`src/rtl/uart_2bit_pkg.sv`:
```
// Shared definitions for the 2-bit UART receive/transmit pair:
// FSM state encoding, default bit timing and frame geometry.
package uart_2bit_pkg;

    typedef enum logic [1:0] {
        IDLE  = 2'd0,
        START = 2'd1,
        DATA  = 2'd2,
        STOP  = 2'd3
    } rx_state_t;

    localparam int unsigned DEFAULT_CLKS_PER_BIT = 576;  // 19200 baud
    localparam int unsigned HALF_BIT             = DEFAULT_CLKS_PER_BIT / 2;
    localparam int unsigned FRAME_LEN            = 4;    // start + 2 data + stop
    localparam int unsigned DATA_BITS            = 2;

    function automatic logic maj3(input logic a, input logic b, input logic c);
        return (a & b) | (a & c) | (b & c);
    endfunction

endpackage

```
`src/rtl/uart_2bit_rx_if.sv`:
```
// Receiver result bundle: the receiver drives it (master), consumers read it (slave).
interface uart_2bit_rx_if;

    logic [1:0] rx_data;
    logic       rx_valid;
    logic       frame_err;
    logic       rx_busy;
    logic [7:0] err_cnt;

    modport master (
        output rx_data,
        output rx_valid,
        output frame_err,
        output rx_busy,
        output err_cnt
    );

    modport slave (
        input rx_data,
        input rx_valid,
        input frame_err,
        input rx_busy,
        input err_cnt
    );

endinterface

```
`src/rtl/uart_2bit_rx_sync.sv`:
```
// Two-flop synchroniser for the asynchronous serial line; resets to the
// idle (high) level so a reset never looks like a start bit.
module uart_rx_sync (
    input  logic sys_clk,
    input  logic sys_reset,
    input  logic uart_rxd,
    output logic rxd_sync
);

    logic [1:0] sync_q;

    always_ff @(posedge sys_clk or posedge sys_reset) begin
        if (sys_reset) begin
            sync_q <= '1;
        end else begin
            sync_q <= {sync_q[0], uart_rxd};
        end
    end

    assign rxd_sync = sync_q[1];

endmodule

```
`src/rtl/uart_2bit_rx.sv`:
```
// 2-data-bit UART receiver (1 start, 2 data LSB first, 1 stop, no parity).
// Define RX_MAJORITY_EN for 2-of-3 majority sampling around each sample point.
module uart_2bit_rx
    import uart_2bit_pkg::*;
#(
    parameter int unsigned CLKS_PER_BIT = DEFAULT_CLKS_PER_BIT
) (
    input  logic           sys_clk,
    input  logic           sys_reset,
    input  logic           uart_rxd,
    uart_2bit_rx_if.master rx_if
);

    localparam int unsigned CNT_W = $clog2(CLKS_PER_BIT + 1);

`ifdef RX_MAJORITY_EN
    localparam int unsigned LATE = 1;
`else
    localparam int unsigned LATE = 0;
`endif

    // Decisions move one cycle late under majority voting; reloading the
    // counter with LATE keeps every later bit period at CLKS_PER_BIT cycles.
    localparam logic [CNT_W-1:0] START_HIT  = CNT_W'(CLKS_PER_BIT / 2 - 1 + LATE);
    localparam logic [CNT_W-1:0] BIT_HIT    = CNT_W'(CLKS_PER_BIT - 1 + LATE);
    localparam logic [CNT_W-1:0] CNT_RELOAD = CNT_W'(LATE);

    logic             rxd_s;
    logic             line_bit;

    rx_state_t        state, state_nxt;
    logic [CNT_W-1:0] clk_cnt, cnt_nxt;
    logic             bit_idx, idx_nxt;
    logic [1:0]       shift_q, shift_nxt;
    logic [1:0]       rx_data_q, data_nxt;
    logic             rx_valid_q, valid_nxt;
    logic             frame_err_q, ferr_nxt;
    logic [7:0]       err_cnt_q;

    uart_rx_sync u_sync (
        .sys_clk   (sys_clk),
        .sys_reset (sys_reset),
        .uart_rxd  (uart_rxd),
        .rxd_sync  (rxd_s)
    );

`ifdef RX_MAJORITY_EN
    logic [1:0] hist_q;

    always_ff @(posedge sys_clk or posedge sys_reset) begin
        if (sys_reset) begin
            hist_q <= '1;
        end else begin
            hist_q <= {hist_q[0], rxd_s};
        end
    end

    assign line_bit = maj3(hist_q[1], hist_q[0], rxd_s);
`else
    assign line_bit = rxd_s;
`endif

    always_ff @(posedge sys_clk or posedge sys_reset) begin
        if (sys_reset) begin
            state       <= IDLE;
            clk_cnt     <= '0;
            bit_idx     <= 1'b0;
            shift_q     <= '0;
            rx_data_q   <= '0;
            rx_valid_q  <= 1'b0;
            frame_err_q <= 1'b0;
            err_cnt_q   <= '0;
        end else begin
            state       <= state_nxt;
            clk_cnt     <= cnt_nxt;
            bit_idx     <= idx_nxt;
            shift_q     <= shift_nxt;
            rx_data_q   <= data_nxt;
            rx_valid_q  <= valid_nxt;
            frame_err_q <= ferr_nxt;
            if (ferr_nxt && (err_cnt_q != '1)) begin
                err_cnt_q <= err_cnt_q + 8'd1;
            end
        end
    end

    always_comb begin
        state_nxt = state;
        cnt_nxt   = clk_cnt + CNT_W'(1);
        idx_nxt   = bit_idx;
        shift_nxt = shift_q;
        data_nxt  = rx_data_q;
        valid_nxt = 1'b0;
        ferr_nxt  = 1'b0;

        case (state)
            IDLE: begin
                // Start detection uses the raw synchronised edge, not the vote.
                cnt_nxt = '0;
                idx_nxt = 1'b0;
                if (!rxd_s) begin
                    state_nxt = START;
                end
            end

            START: begin
                if (clk_cnt == START_HIT) begin
                    if (!line_bit) begin
                        state_nxt = DATA;
                        cnt_nxt   = CNT_RELOAD;
                        idx_nxt   = 1'b0;
                    end else begin
                        state_nxt = IDLE;
                        cnt_nxt   = '0;
                    end
                end
            end

            DATA: begin
                if (clk_cnt == BIT_HIT) begin
                    shift_nxt[bit_idx] = line_bit;
                    cnt_nxt            = CNT_RELOAD;
                    if (bit_idx == 1'(DATA_BITS - 1)) begin
                        state_nxt = STOP;
                    end else begin
                        idx_nxt = bit_idx + 1'b1;
                    end
                end
            end

            STOP: begin
                if (clk_cnt == BIT_HIT) begin
                    state_nxt = IDLE;
                    cnt_nxt   = '0;
                    if (line_bit) begin
                        data_nxt  = shift_q;
                        valid_nxt = 1'b1;
                    end else begin
                        ferr_nxt = 1'b1;
                    end
                end
            end

            default: begin
                state_nxt = IDLE;
                cnt_nxt   = '0;
            end
        endcase
    end

    assign rx_if.rx_data   = rx_data_q;
    assign rx_if.rx_valid  = rx_valid_q;
    assign rx_if.frame_err = frame_err_q;
    assign rx_if.rx_busy   = (state != IDLE);
    assign rx_if.err_cnt   = err_cnt_q;

endmodule

```
`src/flat_wrapper.sv`:
```
// flat-port wrapper written by rule: the top's interface ports become plain ports
module uart_2bit_rx_flat import uart_2bit_pkg::*;
#(
    parameter int unsigned CLKS_PER_BIT = DEFAULT_CLKS_PER_BIT
)
  (sys_clk, sys_reset, uart_rxd, rx_if_rx_data, rx_if_rx_valid, rx_if_frame_err, rx_if_rx_busy, rx_if_err_cnt);
  uart_2bit_rx_if rx_if_i ();
  input  logic sys_clk;
  input  logic sys_reset;
  input  logic uart_rxd;
  output wire logic [$bits(rx_if_i.rx_data)-1:0] rx_if_rx_data;
  output wire logic [$bits(rx_if_i.rx_valid)-1:0] rx_if_rx_valid;
  output wire logic [$bits(rx_if_i.frame_err)-1:0] rx_if_frame_err;
  output wire logic [$bits(rx_if_i.rx_busy)-1:0] rx_if_rx_busy;
  output wire logic [$bits(rx_if_i.err_cnt)-1:0] rx_if_err_cnt;
  assign rx_if_rx_data = rx_if_i.rx_data;
  assign rx_if_rx_valid = rx_if_i.rx_valid;
  assign rx_if_frame_err = rx_if_i.frame_err;
  assign rx_if_rx_busy = rx_if_i.rx_busy;
  assign rx_if_err_cnt = rx_if_i.err_cnt;
  uart_2bit_rx #(.CLKS_PER_BIT(CLKS_PER_BIT)) u_core (.sys_clk(sys_clk), .sys_reset(sys_reset), .uart_rxd(uart_rxd), .rx_if(rx_if_i));
endmodule
```
`config.mk`:
```
export PLATFORM = sky130hd
export DESIGN_NAME = uart_2bit_rx_flat
export DESIGN_NICKNAME = d
export VERILOG_FILES = /design/src/rtl/uart_2bit_pkg.sv /design/src/rtl/uart_2bit_rx_if.sv /design/src/rtl/uart_2bit_rx_sync.sv /design/src/rtl/uart_2bit_rx.sv /design/src/flat_wrapper.sv
export SDC_FILE = /design/constraint.sdc
export NUM_CORES = 1
export LEC_CHECK = 0
export CORE_MARGIN = 5
export CORE_UTILIZATION = 25
export DETAILED_ROUTE_END_ITERATION = 7
export SLEW_MARGIN = 20
export SYNTH_ARGS = -nofsm -noshare
export SYNTH_HDL_FRONTEND = slang
export SYNTH_HIERARCHICAL = 1
export SYNTH_SLANG_ARGS = --single-unit
export TNS_END_PERCENT = 30
```
`constraint.sdc`:
```
create_clock -name sys_clk -period 2.6 [get_ports sys_clk]
set_clock_uncertainty 0.2 [all_clocks]
set_input_delay 0.65 -clock sys_clk [delete_from_list [all_inputs] [get_ports sys_clk]]
set_output_delay 0.65 -clock sys_clk [all_outputs]
set_load 0.02 [all_outputs]
```
==> metrics.txt <==
P_sw 170 uW; post-route cell area 0.00170 mm^2; cell-internal power 697 uW; number of buffers inserted to repair setup after CTS 0; count of final hold-check violations 0; count of H-tree levels built during CTS 2; result of the run finished, final reports clean; worst vdd ir 0.000315 V; DPL Wire Length 1.72 mm; maximum clock insertion buffer count 2; via count of the first global-routing pass 944; post-detailed-route count of antenna-violating nets 0; floorplan die area 0.00708 mm^2; Post-CTS Resized 0; main flop type after synthesis dfrtp_1; net switching share of the total power 19.7%; clock latency of the later-clocked register in the worst-skew pair 0.27 ns; total nets after synthesis 130; clk sinks 29; Die Y-Extent 84.2 um; path category of the worst min-delay check register to register; worst-case setup slack after placement 0.407 ns; initial core utilization 25.3%; average vias per placed instance 4.36; number of max-cap violations 0; instance area after placement 0.00160 mm^2; Die Width 84.2 um; global route hottest layer met2; sum of negative setup slack 0 ns; power share of the clock group 45.9%; count of port buffers added during placement 15; number of remaining DRC errors 0; CTS Root Cell clkbuf_8; post-synthesis cell type count 36; most common cell after layout, fill and taps aside dfrtp_1; nets 150; crit path setup slack, layout 0.126 ns; type of element launching the critical path register; Period Utilization, post-route 95.2%; ratio of cells with drive above 1 in the final layout 16.4%; achievable clock frequency 404 MHz; sum of routed wire length over all layers 2.40 mm; warnings from Yosys 6; relative contribution of combinational cells to total power 1.5%; Worst Tran Pin Value 0.480 ns; count of hold-fix buffers inserted at cts 0; number of flops mapped to enable cells by yosys 0; sequential share of the synthesized area 53.0%; cell area after synthesis 0.00138 mm^2; TritonCTS clock tree done; number of diodes added for antenna fixing 0; number of buffers added by the clock tree synthesis step 5; Core Region 0.00544 mm^2; mean instance size in the synthesized netlist 11.0 um^2; global routing met1 resource utilization 10.2%; largest fanout on the critical path 10; Area growth, synth to finish 23.9%; GR met2 Demand/Resource 11.0%; type of destination of the critical path primary output; first-iteration detailed-routing DRC count 77; critical path class register to primary output; crit path DAT 1.62 ns; leakage dissipation 0.000760 uW; overall routing resource usage 7.50%; gate count of the mapped netlist 125; min Tclk post-route 2.47 ns; vias after detailed routing 951; setup repair after global routing missed its margin false; overall power consumption 868 uW; total power divided by cell area 509 mW/mm^2; sequential group share of total power 52.6%; max_slew headroom 67.9%; std cell rows 27; wire length of the first global-routing pass 4.35 mm; most used cells in the layout excluding fill and tap cells 27 x dfrtp_1, 17 x nor2_1, 15 x clkdlybuf4s50_1; routability congestion estimate 0.765; drt wl/cell 11.0 um; fin. max-slew vios 0; drt pass-1 iters 4; largest net degree at the start of global routing 28; clock slew at reported path FFs 0.06 ns; proportion of synthesized flip-flops having asynchronous set or reset 100%; total overflow reported by the global router 0; core utilization of the finished layout 31.3%; worst endpoint required time 1.75 ns; total of flip-flops plus latches after synthesis 29; antenna violations before repair 0; I/O pins 16; met3 Resource Use GR 2.75%; Final Setup Violations 0
==> cells by family after synthesis <==
logic type	share of synthesized area, %
mux	4.09
xor+xnor	8.28
flops	53.0
simple gates	23.8
fa+ha+maj	1.82
compound gates	5.64
buf+inv	3.37
==> metrics by stage <==
step / instances / hold WS [ns]
after floorplan: 125 / 0.145
after global placement: 210 / 0.146
after detailed placement: 210 / 0.147
after CTS: 218 / 0.162
after global routing: 218 / 0.165
final: 218 / 0.160
==> power by group through the flow <==
stage	combinational (uW)	clock (uW)	sequential (uW)
after floorplan	7.27	0	464
after global placement	14.3	0	464
after detailed placement	14.3	0	464
after CTS	14.3	414	456
after global routing	15.6	440	456
final	13.2	398	456
==> synth_stat cells (all sizes together) (2+ instances only) <==
master / n / area [um^2]
dfrtp: 27 / 676
nor2: 17 / 63.8
xor2: 11 / 96.3
nand3: 9 / 45.0
nand2: 8 / 30.0
inv: 5 / 18.8
mux2: 5 / 56.3
nand4: 5 / 46.3
a31oi: 4 / 31.3
a21oi: 3 / 15.0
nor3: 3 / 15.0
nor4b: 3 / 47.5
and3: 2 / 13.8
and4: 2 / 18.8
buf: 2 / 10.0
clkbuf: 2 / 17.5
dfstp: 2 / 52.6
ha: 2 / 25.0
nor4: 2 / 12.5
xnor2: 2 / 17.5
==> path summary, 6_finish.rpt <==
| path | cells after the start | to | from | slack [ns] |
|---|---|---|---|---|
| worst max-delay path | 2 | rx_if_rx_busy | register | 0.13 |
| worst min-delay path | 0 | u_core/u_sync/sync_q[1] | u_core/u_sync/sync_q[0] | 0.16 |
| worst max register to register | 5 | u_core/rx_if.err_cnt[1] | u_core/clk_cnt[0] | 0.51 |
| worst min register to register | 0 | u_core/u_sync/sync_q[1] | u_core/u_sync/sync_q[0] | 0.16 |
| max in group asynchronous | 3 | u_core/rx_if.err_cnt[3] | sys_reset | 1.39 |
| min in group asynchronous | 2 | u_core/u_sync/sync_q[0] | sys_reset | 0.51 |
==> critical path, cell delays in order (launching register included) <==
cell and delay [ns]:
dfrtp_1 0.47, or2_2 0.34, clkdlybuf4s50_1 0.55
==> sequential cells by signal, indices dropped and copies added (netlist names), named ones only <==
| signal | count |
|---|---|
| u_core/clk_cnt | 10 |
| u_core/rx_if.err_cnt | 8 |
| u_core/rx_if.rx_data | 2 |
| u_core/shift_q | 2 |
| u_core/u_sync/sync_q | 2 |
| u_core/bit_idx | 1 |
| u_core/rx_if.frame_err | 1 |
| u_core/rx_if.rx_valid | 1 |
| u_core/state | 1 |
==> per-layer routing <==
| layer | share of wire (%) | wire length, um | vias to the layer above |
|---|---|---|---|
| met5 | 0 | 0 | - |
| met1 | 50 | 1210 | 463 |
| met2 | 45 | 1090 | 12 |
| met4 | 0.79 | 19 | 0 |
| li1 | - | - | 472 |
| met3 | 3.6 | 87 | 4 |
==> layout make-up <==
cell class | instances | area, um^2
clock buffer | 7 | 96.3
clock inverter | 1 | 5.00
fill | 542 | 3730
inverter | 5 | 18.8
multi-input combinational | 87 | 601
sequential | 29 | 728
tap | 72 | 90.1
timing repair buffer | 17 | 165
(Power assumes the default switching activity.)
